### config.mk
export PLATFORM = sky130hd
export DESIGN_NAME = sort4_ctrl_flat
export DESIGN_NICKNAME = d
export VERILOG_FILES = /design/src/rtl/sort4_ctrl_pkg.sv /design/src/rtl/sort4_ctrl_if.sv /design/src/rtl/sort4_ctrl_comp_4bit.sv /design/src/rtl/sort4_ctrl.sv /design/src/flat_wrapper.sv
export SDC_FILE = /design/constraint.sdc
export NUM_CORES = 1
export LEC_CHECK = 0
export ABC_AREA = 1
export CORE_UTILIZATION = 55
export DETAILED_ROUTE_END_ITERATION = 7
export PLACE_DENSITY = 0.74
export SLEW_MARGIN = 20
export SYNTH_ARGS = -nofsm -noshare
export SYNTH_HDL_FRONTEND = slang
export SYNTH_HIERARCHICAL = 1
export SYNTH_SLANG_ARGS = --single-unit
### constraint.sdc
create_clock -name clk -period 3.8 [get_ports clk]
set_input_delay 1.14 -clock clk [delete_from_list [all_inputs] [get_ports clk]]
set_output_delay 1.14 -clock clk [all_outputs]
set_load 0.02 [all_outputs]
### src/rtl/sort4_ctrl_pkg.sv
// Shared types and constants for the four-entry sort engine.
package sort4_ctrl_pkg;
  localparam int SORT_W = 4;
  localparam int SORT_N = 4;

  localparam logic ORD_ASC  = 1'b0;
  localparam logic ORD_DESC = 1'b1;

  typedef enum logic [1:0] {
    S_LOAD  = 2'd0,
    S_SORT  = 2'd1,
    S_DRAIN = 2'd2
  } state_t;
endpackage

### src/rtl/sort4_ctrl_if.sv
// Input and output key streams of the sort engine; slave is the engine side.
interface sort4_ctrl_if;
  logic                             in_valid;
  logic                             in_ready;
  logic [sort4_ctrl_pkg::SORT_W-1:0] in_data;
  logic                             in_desc;
  logic                             out_valid;
  logic                             out_ready;
  logic [sort4_ctrl_pkg::SORT_W-1:0] out_data;

  modport slave (
    input  in_valid, in_data, in_desc, out_ready,
    output in_ready, out_valid, out_data
  );

  modport master (
    output in_valid, in_data, in_desc, out_ready,
    input  in_ready, out_valid, out_data
  );
endinterface

### src/rtl/sort4_ctrl_comp_4bit.sv
// The team's 4-bit magnitude comparator: G2 = P>Q, L2 = P<Q, E2 = P==Q.
module comp_4bit (
  input  logic [3:0] P,
  input  logic [3:0] Q,
  output logic       G2,
  output logic       L2,
  output logic       E2
);
  assign G2 = (P > Q);
  assign L2 = (P < Q);
  assign E2 = (P == Q);
endmodule

### src/rtl/sort4_ctrl.sv
// Four-entry bubble sorter: loads a batch, sorts in place with one shared
// comparator (one compare per cycle), then streams the batch out.
module sort4_ctrl
  import sort4_ctrl_pkg::*;
#(
  parameter int W = SORT_W,
  parameter int N = SORT_N
) (
  input  logic         clk,
  input  logic         rst,
  sort4_ctrl_if.slave  io,
  output logic         busy,
  output logic [2:0]   swap_cnt
);
  localparam int CW = $clog2(N);

  state_t          state, state_n;
  logic [CW-1:0]   ld_cnt, ld_cnt_n;
  logic [CW-1:0]   rd_cnt, rd_cnt_n;
  logic [CW-1:0]   pass, pass_n;
  logic [CW-1:0]   j, j_n, j1;
  logic            swp_pass, swp_pass_n;
  logic            desc, desc_n;
  logic [2:0]      swap_cnt_n;
  logic [W-1:0]    mem   [N];
  logic [W-1:0]    mem_n [N];
  logic            g, l, e;
  logic            dir_hit, do_swap;

  assign j1 = j + CW'(1);

  comp_4bit u_cmp (
    .P  (mem[j]),
    .Q  (mem[j1]),
    .G2 (g),
    .L2 (l),
    .E2 (e)
  );

  assign io.in_ready  = (state == S_LOAD);
  assign io.out_valid = (state == S_DRAIN);
  assign io.out_data  = mem[rd_cnt];
  assign busy         = (state != S_LOAD);

  always_comb begin
    state_n    = state;
    ld_cnt_n   = ld_cnt;
    rd_cnt_n   = rd_cnt;
    pass_n     = pass;
    j_n        = j;
    swp_pass_n = swp_pass;
    desc_n     = desc;
    swap_cnt_n = swap_cnt;
    mem_n      = mem;
    dir_hit    = 1'b0;
    do_swap    = 1'b0;

    case (desc)
      ORD_ASC:  dir_hit = g;
      ORD_DESC: dir_hit = l;
      default:  dir_hit = 1'b0;
    endcase

    case (state)
      S_LOAD: begin
        if (io.in_valid) begin
          mem_n[ld_cnt] = io.in_data;
          ld_cnt_n      = ld_cnt + CW'(1);
          if (ld_cnt == '0) begin
            desc_n     = io.in_desc;
            swap_cnt_n = '0;
          end
          if (ld_cnt == CW'(N - 1)) begin
            pass_n     = '0;
            j_n        = '0;
            swp_pass_n = 1'b0;
            state_n    = S_SORT;
          end
        end
      end

      S_SORT: begin
        do_swap = dir_hit && !e;
        if (do_swap) begin
          mem_n[j]   = mem[j1];
          mem_n[j1]  = mem[j];
          swap_cnt_n = swap_cnt + 3'd1;
          swp_pass_n = 1'b1;
        end
        // Early exit must see this cycle's swap, not only earlier ones in the pass.
        if (j != CW'(N - 2)) begin
          j_n = j + CW'(1);
        end else if (pass == CW'(N - 2) || !(swp_pass || do_swap)) begin
          state_n  = S_DRAIN;
          rd_cnt_n = '0;
        end else begin
          pass_n     = pass + CW'(1);
          j_n        = '0;
          swp_pass_n = 1'b0;
        end
      end

      S_DRAIN: begin
        if (io.out_ready) begin
          rd_cnt_n = rd_cnt + CW'(1);
          if (rd_cnt == CW'(N - 1)) begin
            state_n = S_LOAD;
          end
        end
      end

      default: state_n = S_LOAD;
    endcase
  end

  always_ff @(posedge clk) begin
    if (rst) begin
      state    <= S_LOAD;
      ld_cnt   <= '0;
      rd_cnt   <= '0;
      pass     <= '0;
      j        <= '0;
      swp_pass <= 1'b0;
      desc     <= ORD_ASC;
      swap_cnt <= '0;
      for (int unsigned i = 0; i < unsigned'(N); i++) begin
        mem[i] <= '0;
      end
    end else begin
      state    <= state_n;
      ld_cnt   <= ld_cnt_n;
      rd_cnt   <= rd_cnt_n;
      pass     <= pass_n;
      j        <= j_n;
      swp_pass <= swp_pass_n;
      desc     <= desc_n;
      swap_cnt <= swap_cnt_n;
      mem      <= mem_n;
    end
  end
endmodule
### src/flat_wrapper.sv
// flat-port wrapper written by rule: the top's interface ports become plain ports
module sort4_ctrl_flat import sort4_ctrl_pkg::*;
#(
  parameter int W = SORT_W,
  parameter int N = SORT_N
)
  (clk, rst, busy, swap_cnt, io_in_valid, io_in_data, io_in_desc, io_out_ready, io_in_ready, io_out_valid, io_out_data);
  sort4_ctrl_if io_i ();
  input  logic clk;
  input  logic rst;
  output logic busy;
  output logic [2:0] swap_cnt;
  input wire logic [$bits(io_i.in_valid)-1:0] io_in_valid;
  input wire logic [$bits(io_i.in_data)-1:0] io_in_data;
  input wire logic [$bits(io_i.in_desc)-1:0] io_in_desc;
  input wire logic [$bits(io_i.out_ready)-1:0] io_out_ready;
  output wire logic [$bits(io_i.in_ready)-1:0] io_in_ready;
  output wire logic [$bits(io_i.out_valid)-1:0] io_out_valid;
  output wire logic [$bits(io_i.out_data)-1:0] io_out_data;
  assign io_i.in_valid = io_in_valid;
  assign io_i.in_data = io_in_data;
  assign io_i.in_desc = io_in_desc;
  assign io_i.out_ready = io_out_ready;
  assign io_in_ready = io_i.in_ready;
  assign io_out_valid = io_i.out_valid;
  assign io_out_data = io_i.out_data;
  sort4_ctrl #(.W(W), .N(N)) u_core (.clk(clk), .rst(rst), .io(io_i), .busy(busy), .swap_cnt(swap_cnt));
endmodule
# [After elaboration in Yosys (flattened, before gate mapping)]
# Index checks and enable logic that the tools add are counted.
[classes] n_addsub=5 order_cmp=9 n_eq_ne=17 mux=51 bitwise=5 n_reduce_logical=22
[ops] op="bitwise mux 16 bit" count=3
[ops] op="2-to-1 mux 4 bit" count=9
[ops] op="2-to-1 mux 16 bit" count=2
[ops] op="case mux 16 bit (2 select lines)" count=1
[ops] op="2-to-1 mux 2 bit" count=15
[ops] op="binary-select mux 4 bit (select 2 bit)" count=3
[ops] op="demux 4 bit (select 2 bit)" count=3
[ops] op="greater-or-equal comparator 3 bit, second input constant" count=4
[ops] op="inverter 2 -> 3 bit" count=4
[ops] op="case mux 2 bit (2 select lines)" count=3
[ops] op="AND reduction 4 bit" count=3
[ops] op="!= test 2 x 1 -> 1 bit, second input constant" count=5
[ops] op="!= test 2 bit, second input constant" count=5
[ops] op="< comparator 3 x 1 -> 1 bit, second input constant" count=3
[ops] op="2-to-1 mux 3 bit" count=3
[ops] op="AND reduction 3 bit" count=3
[ops] op="adder 2 x 1 -> 2 bit, second input constant" count=4
[ops] op="equality test 2 bit, second input constant" count=4
[ops] op="case mux 2 bit (3 select lines)" count=1
[ops] op="case mux 3 bit (2 select lines)" count=1
[ops] op="AND reduction 6 bit" count=1
[ops] op="nonzero test 2 bit" count=3
[ops] op="2-to-1 mux 1 bit" count=5
[ops] op="AND reduction 5 bit" count=1
[ops] op="other kinds (13)" count=20
[totals] reg_bits=31 output_inout_bits=10 wordCells=121

# [Longest topological paths before layout]
# Gate-level depths: netlist of run 1.
[depth] ltp_word=14 depth_mapped=23

# [Modules after synthesis]
# Netlist of run 1, hierarchy kept.
[by_module_without_submodules] mod="sort4_ctrl" n_inst=1 cells_per_inst=422 area_each_um2=2404.8
[by_module_without_submodules] mod="comp_4bit" n_inst=1 cells_per_inst=20 area_each_um2=115.1

# [Worst setup path before layout of run 1]
# Ideal clock, no wire load.
[synth_timing] kind="register to register" start="reg u_core.j[0]" end="reg u_core/mem[10] (netlist name)" setup_time_ns=0.109 arrival_time_ns=2.924 required_time_ns=3.691 path_slack_ns=0.767 stages_incl_launch_ff=21 path_buffers=2 cell_sequence="dfxtp_1 buf_2 inv_2 buf_2 ha_1 inv_1 nand3_1 and2_1 inv_1 ha_1 a21oi_1 and2_1 inv_1 nand2_1 nand3_1 o21ai_4 nand2_2 nor2_1 nand2_1 nand2_1 inv_1"
[synth_between] elab_chain_cells=10
[synth_rtl] item="start: declaration" line="sort4_ctrl.sv:21" source="logic [CW-1:0] j, j_n, j1;"
[synth_rtl] item="start signal: assignment" line="sort4_ctrl.sv:134" source="j <= j_n;"
[synth_rtl] item="adder 2 x 1 -> 2 bit" line="sort4_ctrl.sv:30" source="assign j1 = j + CW'(1);"
[synth_rtl] item="inverter 2 -> 3 bit (not written as such)" line="sort4_ctrl.sv:34" source=".Q (mem[j1]),"
[synth_rtl] item="binary-select mux 4 bit (select 2 bit)" line="sort4_ctrl.sv:34"
[synth_rtl] item="2-to-1 mux 4 bit (not written as such) (2 in series)" line="sort4_ctrl.sv:34"
[synth_rtl] item="< comparator 4 bit *" line="sort4_ctrl_comp_4bit.sv:10" source="assign L2 = (P < Q);"
[synth_rtl] item="net u_core.l" line="sort4_ctrl.sv:27" source="logic g, l, e;"
[synth_rtl] item="case mux 1 bit (2 select lines) *" line="sort4_ctrl.sv:58" source="case (desc)"
[synth_rtl] item="logical AND 1 bit *" line="sort4_ctrl.sv:83" source="do_swap = dir_hit && !e;"
[synth_rtl] item="!= test 2 x 1 -> 1 bit (no line) *"
[synth_rtl] item="AND reduction 3 bit (no line) *"
[synth_rtl] item="end signal: assignment" line="sort4_ctrl.sv:138" source="mem <= mem_n;"
[synth_rtl] item="end: declaration" line="sort4_ctrl.sv:25" source="logic [W-1:0] mem [N];"
# Mark *: on every way through the listed nets, which the timed path passes. The rest lies on a longest branch. The select of a mux whose other input is x is not followed.
# A chain may end at the register's enable or synchronous reset.

# [Worst setup path in the final report of run 1]
[layout_timing] start="reg u_core.j[1]" end="reg u_core/mem[15] (netlist name)"
# Same word-level chain as after synthesis.

==> metrics.txt, run 1 <==
status=complete, no violations; Peak VDD IR=~0.45 mV; post-synthesis sequential area ratio=24.6%; starting density of the core=57.5%; max-cap violations=0; Synth Area in Adders=8.94%; CTS tree=yes; die footprint=approximately 0.0049 mm^2; Max FO, Critical Path=9; R2R Setup Slk=0.48 ns; post-synthesis mux area share=0%; DR iter-0 viols=319; number of global-route vias before repair=2563; Top FF cell, synth=dfxtp_1; min setup slack post-route=about 0.48 ns; static leakage=1.39 nW; RSZ-0062 raised after global routing=false; Area Overhead vs Synth=13.7%; YS warnings=6; PwrDens=approximately 800 mW/mm^2; ratio of cells with drive above 1 in the final layout=6.28%; Die X=roughly 70 um; launch point of the worst reg-to-reg path=u_core/j[1]$_SDFFE_PP0P_; Hold Buf Count CTS=0; Reg clk slew, reported paths=approximately 0.07 ns; ANT nets after route=0; via density per instance=~5.5; GR Overflow Total=0; Root Buffer Master=clkbuf_8; Slew Limit Fails=0; GPL Wtd Cong=a little under 1; clock skew=between 0.002 and 0.003 ns; synth top area cells=dfxtp_1, nand2_1, ha_1; Slew HR=63.1%; H-tree levels=2; FF+latch count, synth=31; IO Pins=19; final cell count without fillers=approximately 510; Distinct cells, synth=22; initial antenna violation count=0; FP Rows=24; Hold Path Depth=2; placed cell count=~510; main combinational cell family by area after synthesis=simple AND/OR/NAND/NOR gates; Residual DRC=0; Final Util=65.4%; Synth Area per Inst=5.70 um^2; post-cts resize count=0; most frequent cell after synthesis=nand2_1; Die Ht=69.7 um; final setup violating endpoints=0; simple-gate area share of the yosys netlist=39.7%; pre-CTS WS=0.554 ns; compound-gate portion of the synthesized area=14.8%; Antenna Diode Count=0; deepest clock path buffer count=2; largest net degree at the start of global routing=29; fillers=418; core area=0.00438 mm^2; Syn Nets=roughly 470; Nets=488; min Tclk post-route=roughly 3.3 ns; Setup CP Type=register to register; Clock Latency Late Sink=0.28 ns; area leader, netlist=dfxtp_1; Worst-Margin Slew=0.550 ns; worst hold start=u_core/swp_pass$_SDFFE_PP0P_; crit path launch type=register; Port Buffers=18; DR pass1 iterations=5; register area=621 um^2; WP data arrival=3.51 ns; Total GRT Usage=31.0%; Critical Path RT=3.99 ns; Mapped Cells=around 440; Post-synth EDFFs=0; multi-input logic area=0.00161 mm^2; post-CTS setup buffer count=0; f_max=~300 MHz; most frequent cells after synthesis=nand2_1, inv_1, nor2_1; Yosys top cell area share=24.6%; synthesized cell area=0.00252 mm^2; cts bufs inserted=5; wirelength, routed=between 7000 and 8000 um; Routed wire per std cell=about 14 um; DP HPWL=5390 um; hold endpoint=u_core/swp_pass$_SDFFE_PP0P_; Post-synth ARST share=0%; Worst R2R Path Depth=18; CP endpoint kind=register; global-route wire length before repair=11900 um; Final Hold Viols=0; routed via count=2821; Hold Crit Class=register to register; TNS Setup=0 ns; clk sinks=31; reg-to-reg endpoint=u_core/mem[15]$_SDFFE_PP0P_; xor/xnor cell area share of the yosys netlist=0.348%; final worst-path cycle share=87.3%
[worst max path at each step]
stage / depth (start not counted) / from / endpoint / slack [ns]
CTS: 18 / u_core/j[1]$_SDFFE_PP0P_ / u_core/mem[15]$_SDFFE_PP0P_ / 0.53
floorplan: 20 / u_core/j[0]$_SDFFE_PP0P_ / u_core/mem[10]$_SDFFE_PP0P_ / 0.77
finish: 18 / u_core/j[1]$_SDFFE_PP0P_ / u_core/mem[15]$_SDFFE_PP0P_ / 0.48
global route: 20 / u_core/j[1]$_SDFFE_PP0P_ / u_core/mem[10]$_SDFFE_PP0P_ / 0.12
detailed placement: 18 / u_core/j[1]$_SDFFE_PP0P_ / u_core/mem[15]$_SDFFE_PP0P_ / 0.55
global placement: 18 / u_core/j[1]$_SDFFE_PP0P_ / u_core/mem[13]$_SDFFE_PP0P_ / 0.67
[sequential cells by signal (all words and copies together), names as in the netlist, 2 cells and up]
name	cells
u_core/j	2
u_core/ld_cnt	2
u_core/mem	16
u_core/pass	2
u_core/rd_cnt	2
u_core/state	2
u_core/swap_cnt	3
[final cells by class]
class	count	share of cell area, %
Timing Repair Buffer	21	7.07
Multi-Input combinational cell	335	56.1
Sequential cell	31	21.7
Inverter	67	8.78
Clock inverter	2	1.22
Tap cell	52	2.27
Clock buffer	6	2.88
[routing by layer]
layer	up-vias	track usage [%]	wire length [um]
met3	14	7.27	445
li1	1419	-	-
met1	1291	38.7	3170
met5	-	0	0
met4	0	11.6	180
met2	97	52.0	3320
[logic make-up (layout without fill, tap and decap cells)]
kind of cell    after synthesis  after routing
simple gates                244            244
buf+inv                      76             96
xor+xnor                      1              1
fa+ha+maj                    18             18
flops                        31             31
compound gates               72             72
[power by group]
part / internal [mW] / switching (mW)
clock: 0.212 / 0.132
combinational: 0.505 / 0.970
sequential: 0.424 / 0.0979
total: 1.14 / 1.20
[per-stage QoR]
step           hold WS (ns)  cell area (um^2)  total power [mW]
3_3_place_gp          0.454              2750              1.95
5_1_grt               0.513              2870              2.57
2_1_floorplan         0.443              2520              1.59
3_5_place_dp          0.470              2750              1.97
4_1_cts               0.480              2870              2.32
6_report              0.475              2870              2.34
[critical path: stages (launching register included)]
cell	delay, ns
dfxtp_1	0.45
inv_1	0.20
ha_1	0.41
inv_1	0.10
nand3_1	0.17
and2_1	0.19
inv_1	0.06
ha_1	0.29
a21oi_1	0.18
and2_1	0.14
inv_1	0.03
nand2_1	0.05
nand3_1	0.13
o21ai_4	0.31
nand2_2	0.19
nor2_1	0.13
nand2_1	0.06
nand2_1	0.06
inv_1	0.03
[cells in the final DEF (no fill, tap or decap), types with 3 or more instances in the layout]
cell type        netlist  routed
o21ai_0               14      14
dfxtp_1               31      31
o21ai_1               13      13
inv_1                 56      56
ha_1                  18      18
clkdlybuf4s50_1        0      18
a21oi_1               43      43
nor2_1                46      46
inv_2                 11      11
clkbuf_8               0       6
nand2_1              145     145
and2_1                 5       5
nand2_2                4       4
nand3_1               39      39
buf_4                  0       3
No activity file was read; power rests on OpenSTA's default activity.
==> run 2: changes to the inputs <==
ABC_AREA = default   (was 1)
==> metrics.txt, run 2 <==
Antenna Diode Count=0 (unchanged); synth top area cells=dfxtp_1, ha_1, mux4_2 (was dfxtp_1, nand2_1, ha_1); met3 wire len=627 um (was 445 um); via density per instance=6.86 (was 5.49); pre-CTS WS=0.439 ns (was 0.554 ns); Worst R2R Path Depth=11 (was 18); core area=0.00414 mm^2 (was 0.00438 mm^2); Root Buffer Master=clkbuf_8 (unchanged); launch point of the worst reg-to-reg path=u_core/j[1]$_SDFFE_PP0P_ (unchanged); YS warnings=6 (unchanged); Residual DRC=0 (unchanged); Die Ht=68.9 um (was 69.7 um); FP Rows=23 (was 24); clk sinks=31 (unchanged); post-synthesis mux area share=13.4% (was 0%); post-cts resize count=0 (unchanged); cts bufs inserted=5 (unchanged); Critical Path RT=3.99 ns (about the same); Reg clk slew, reported paths=0.06 ns (was 0.07 ns); compound-gate portion of the synthesized area=24.8% (was 14.8%); final worst-path cycle share=89.8% (was 87.3%); Mapped Cells=273 (was 442); Port Buffers=18 (unchanged); largest register by flop count=u_core/mem (unchanged); crit path launch type=register (unchanged); die footprint=0.00474 mm^2 (was 0.00486 mm^2); TNS Setup=0 ns (unchanged); H-tree levels=2 (unchanged); min setup slack post-route=0.386 ns (was 0.481 ns); commonest non-fill, non-tap cells in the layout=dfxtp_1, nand2_1, nor2_1, clkdlybuf4s50_1, ha_1 (was nand2_1, inv_1, nor2_1, a21oi_1, nand3_1); Clock Latency Late Sink=0.29 ns (was 0.28 ns); synthesized cell area=0.00246 mm^2 (was 0.00252 mm^2); top layer used by detailed routing=met4 (unchanged); post-synthesis sequential area ratio=25.2% (was 24.6%); Distinct cells, synth=54 (was 22); deepest clock path buffer count=2 (unchanged); CP endpoint kind=register (unchanged); GPL Wtd Cong=0.900 (was 0.963); number of global-route vias before repair=2164 (was 2563); Syn Nets=300 (was 469); Yosys top cell area share=25.2% (was 24.6%); Area Overhead vs Synth=13.4% (was 13.7%); xor/xnor cell area share of the yosys netlist=0.356% (was 0.348%); main combinational cell family by area after synthesis=compound AO/OA/AOI/OAI gates (was simple AND/OR/NAND/NOR gates); final cell count without fillers=343 (was 514); min Tclk post-route=3.41 ns (was 3.32 ns); wirelength, routed=6740 um (was 7120 um); hold endpoint=u_core/pass[0]$_SDFFE_PP0P_ (was u_core/swp_pass$_SDFFE_PP0P_); largest net degree at the start of global routing=26 (was 29); PwrDens=317 mW/mm^2 (was 817 mW/mm^2); Die X=68.9 um (was 69.7 um); Nets=319 (was 488); placed cell count=335 (was 506); Synth Area per Inst=9.01 um^2 (was 5.70 um^2); DR iter-0 viols=427 (was 319); CTS tree=yes (unchanged); Final Hold Viols=0 (unchanged); total power=0.885 mW (was 2.34 mW); Setup CP Type=register to register (unchanged); Slew Limit Fails=0 (unchanged); most frequent cell after synthesis=dfxtp_1 (was nand2_1); number of flip-flops in the largest register=16 (unchanged); R2R Setup Slk=0.39 ns (was 0.48 ns); Slew HR=63.8% (was 63.1%); starting density of the core=59.3% (was 57.5%); Total GRT Usage=31.7% (was 31.0%); post-CTS setup buffer count=0 (unchanged); WP data arrival=3.60 ns (was 3.51 ns); met2 wire length=3010 um (was 3320 um); ANT nets after route=0 (unchanged); max-cap violations=0 (unchanged); GR Overflow Total=0 (unchanged); status=complete, no violations (unchanged); Hold Crit Class=register to register (unchanged); DR pass1 iterations=6 (was 5); f_max=293 MHz (was 301 MHz); reg-to-reg endpoint=u_core/mem[0]$_SDFFE_PP0P_ (was u_core/mem[15]$_SDFFE_PP0P_); IO Pins=19 (unchanged); most common cell after layout, fill and taps aside=dfxtp_1 (was nand2_1); Synth Area in Adders=9.16% (was 8.94%); final setup violating endpoints=0 (unchanged); global-route wire length before repair=10800 um (was 11900 um); Routed wire per std cell=19.6 um (was 13.8 um); Max FO, Critical Path=13 (was 9); Top Registers=u_core/mem (16), u_core/swap_cnt (3) (unchanged); most frequent cells after synthesis=dfxtp_1, nand2_1, nor2_1 (was nand2_1, inv_1, nor2_1); Fin Hold WS=0.467 ns (was 0.475 ns); ratio of cells with drive above 1 in the final layout=15.4% (was 6.28%); clock skew=0.00398 ns (was 0.00293 ns); routed via count=2352 (was 2821); wl on met1=2960 um (was 3170 um); Worst-Margin Slew=0.528 ns (was 0.550 ns); Hold Path Depth=1 (was 2); simple-gate area share of the yosys netlist=21.1% (was 39.7%); FF+latch count, synth=31 (unchanged); Post-synth ARST share=0% (unchanged); Hold Buf Count CTS=0 (unchanged); Top FF cell, synth=dfxtp_1 (unchanged); Post-synth EDFFs=0 (unchanged); Peak VDD IR=0.218 mV (was 0.453 mV); area leader, netlist=dfxtp_1 (unchanged); initial antenna violation count=0 (unchanged); static leakage=0.945 nW (was 1.39 nW); worst hold start=u_core/pass[0]$_SDFFE_PP0P_ (was u_core/swp_pass$_SDFFE_PP0P_); RSZ-0062 raised after global routing=false (unchanged); DP HPWL=4930 um (was 5390 um)
==> run 2: cell types whose count changed in the layout (fill, tap and decap cells not counted), moves of 7 or more <==
cell / previous run / this run
nand2_1: 145 / 21
a31oi_1: 0 / 16
o21ai_1: 13 / 0
mux4_2: 0 / 8
o21ai_0: 14 / 5
inv_2: 11 / 0
nand3_1: 39 / 3
a21oi_1: 43 / 10
mux2i_1: 0 / 12
inv_1: 56 / 14
nor2_1: 46 / 20
a311oi_1: 0 / 17
o22ai_1: 0 / 16
buf_4: 3 / 10
==> run 2: power breakdown <==
group | switching (mW) | total (mW) | internal, mW
Combinational | 0.135 | 0.237 | 0.102
Sequential | 0.0185 | 0.359 | 0.340
Clock | 0.124 | 0.289 | 0.165
==> run 2: worst max-delay path, stage by stage (launching register included) <==
cell	delay (ns)
dfxtp_1	0.57
clkinv_1	0.17
ha_1	0.41
mux4_2	0.40
ha_1	0.31
nand2_1	0.05
nor2_1	0.22
a21oi_2	0.05
mux2_4	0.35
o211a_1	0.22
or2_1	0.31
a311oi_1	0.26
==> run 2: worst max-delay path by stage <==
stage	startpoint	end	slack (ns)	cells past startpoint
2_1_floorplan	u_core/j[1]$_SDFFE_PP0P_	u_core/pass[0]$_SDFFE_PP0P_	0.61	14
4_1_cts	u_core/j[1]$_SDFFE_PP0P_	u_core/mem[3]$_SDFFE_PP0P_	0.44	12
6_report	u_core/j[1]$_SDFFE_PP0P_	u_core/mem[0]$_SDFFE_PP0P_	0.39	11
3_3_place_gp	u_core/j[1]$_SDFFE_PP0P_	u_core/mem[1]$_SDFFE_PP0P_	0.58	12
5_1_grt	u_core/j[1]$_SDFFE_PP0P_	u_core/mem[3]$_SDFFE_PP0P_	0.22	11
3_5_place_dp	u_core/j[1]$_SDFFE_PP0P_	u_core/mem[1]$_SDFFE_PP0P_	0.44	12
==> run 2: cells by family after synthesis <==
| logic type | after synthesis |
|---|---|
| simple gates | 87 |
| compound gates | 83 |
| fa+ha+maj | 18 |
| mux | 22 |
| xor+xnor | 1 |
| flops | 31 |
| buf+inv | 31 |
==> run 2: cell type report <==
cell class | instances | area, um^2
timing repair buffer | 28 | 255
tap | 50 | 62.6
clock buffer | 8 | 100
fill | 356 | 1360
inverter | 15 | 56.3
multi-input combinational | 211 | 1690
sequential | 31 | 621
==> run 2: routing by layer <==
| metal | track usage [%] | up-vias |
|---|---|---|
| met5 | 0 | - |
| met4 | 12.2 | 0 |
| met3 | 7.24 | 17 |
| met2 | 47.0 | 127 |
| met1 | 44.2 | 1104 |
| li1 | - | 1104 |
==> run 2: through the flow <==
step	utilization [%]	instance area [um^2]
2_1_floorplan	-	2460
3_3_place_gp	64.9	2690
3_5_place_dp	64.9	2690
4_1_cts	67.3	2790
5_1_grt	67.3	2790
6_report	67.3	2790
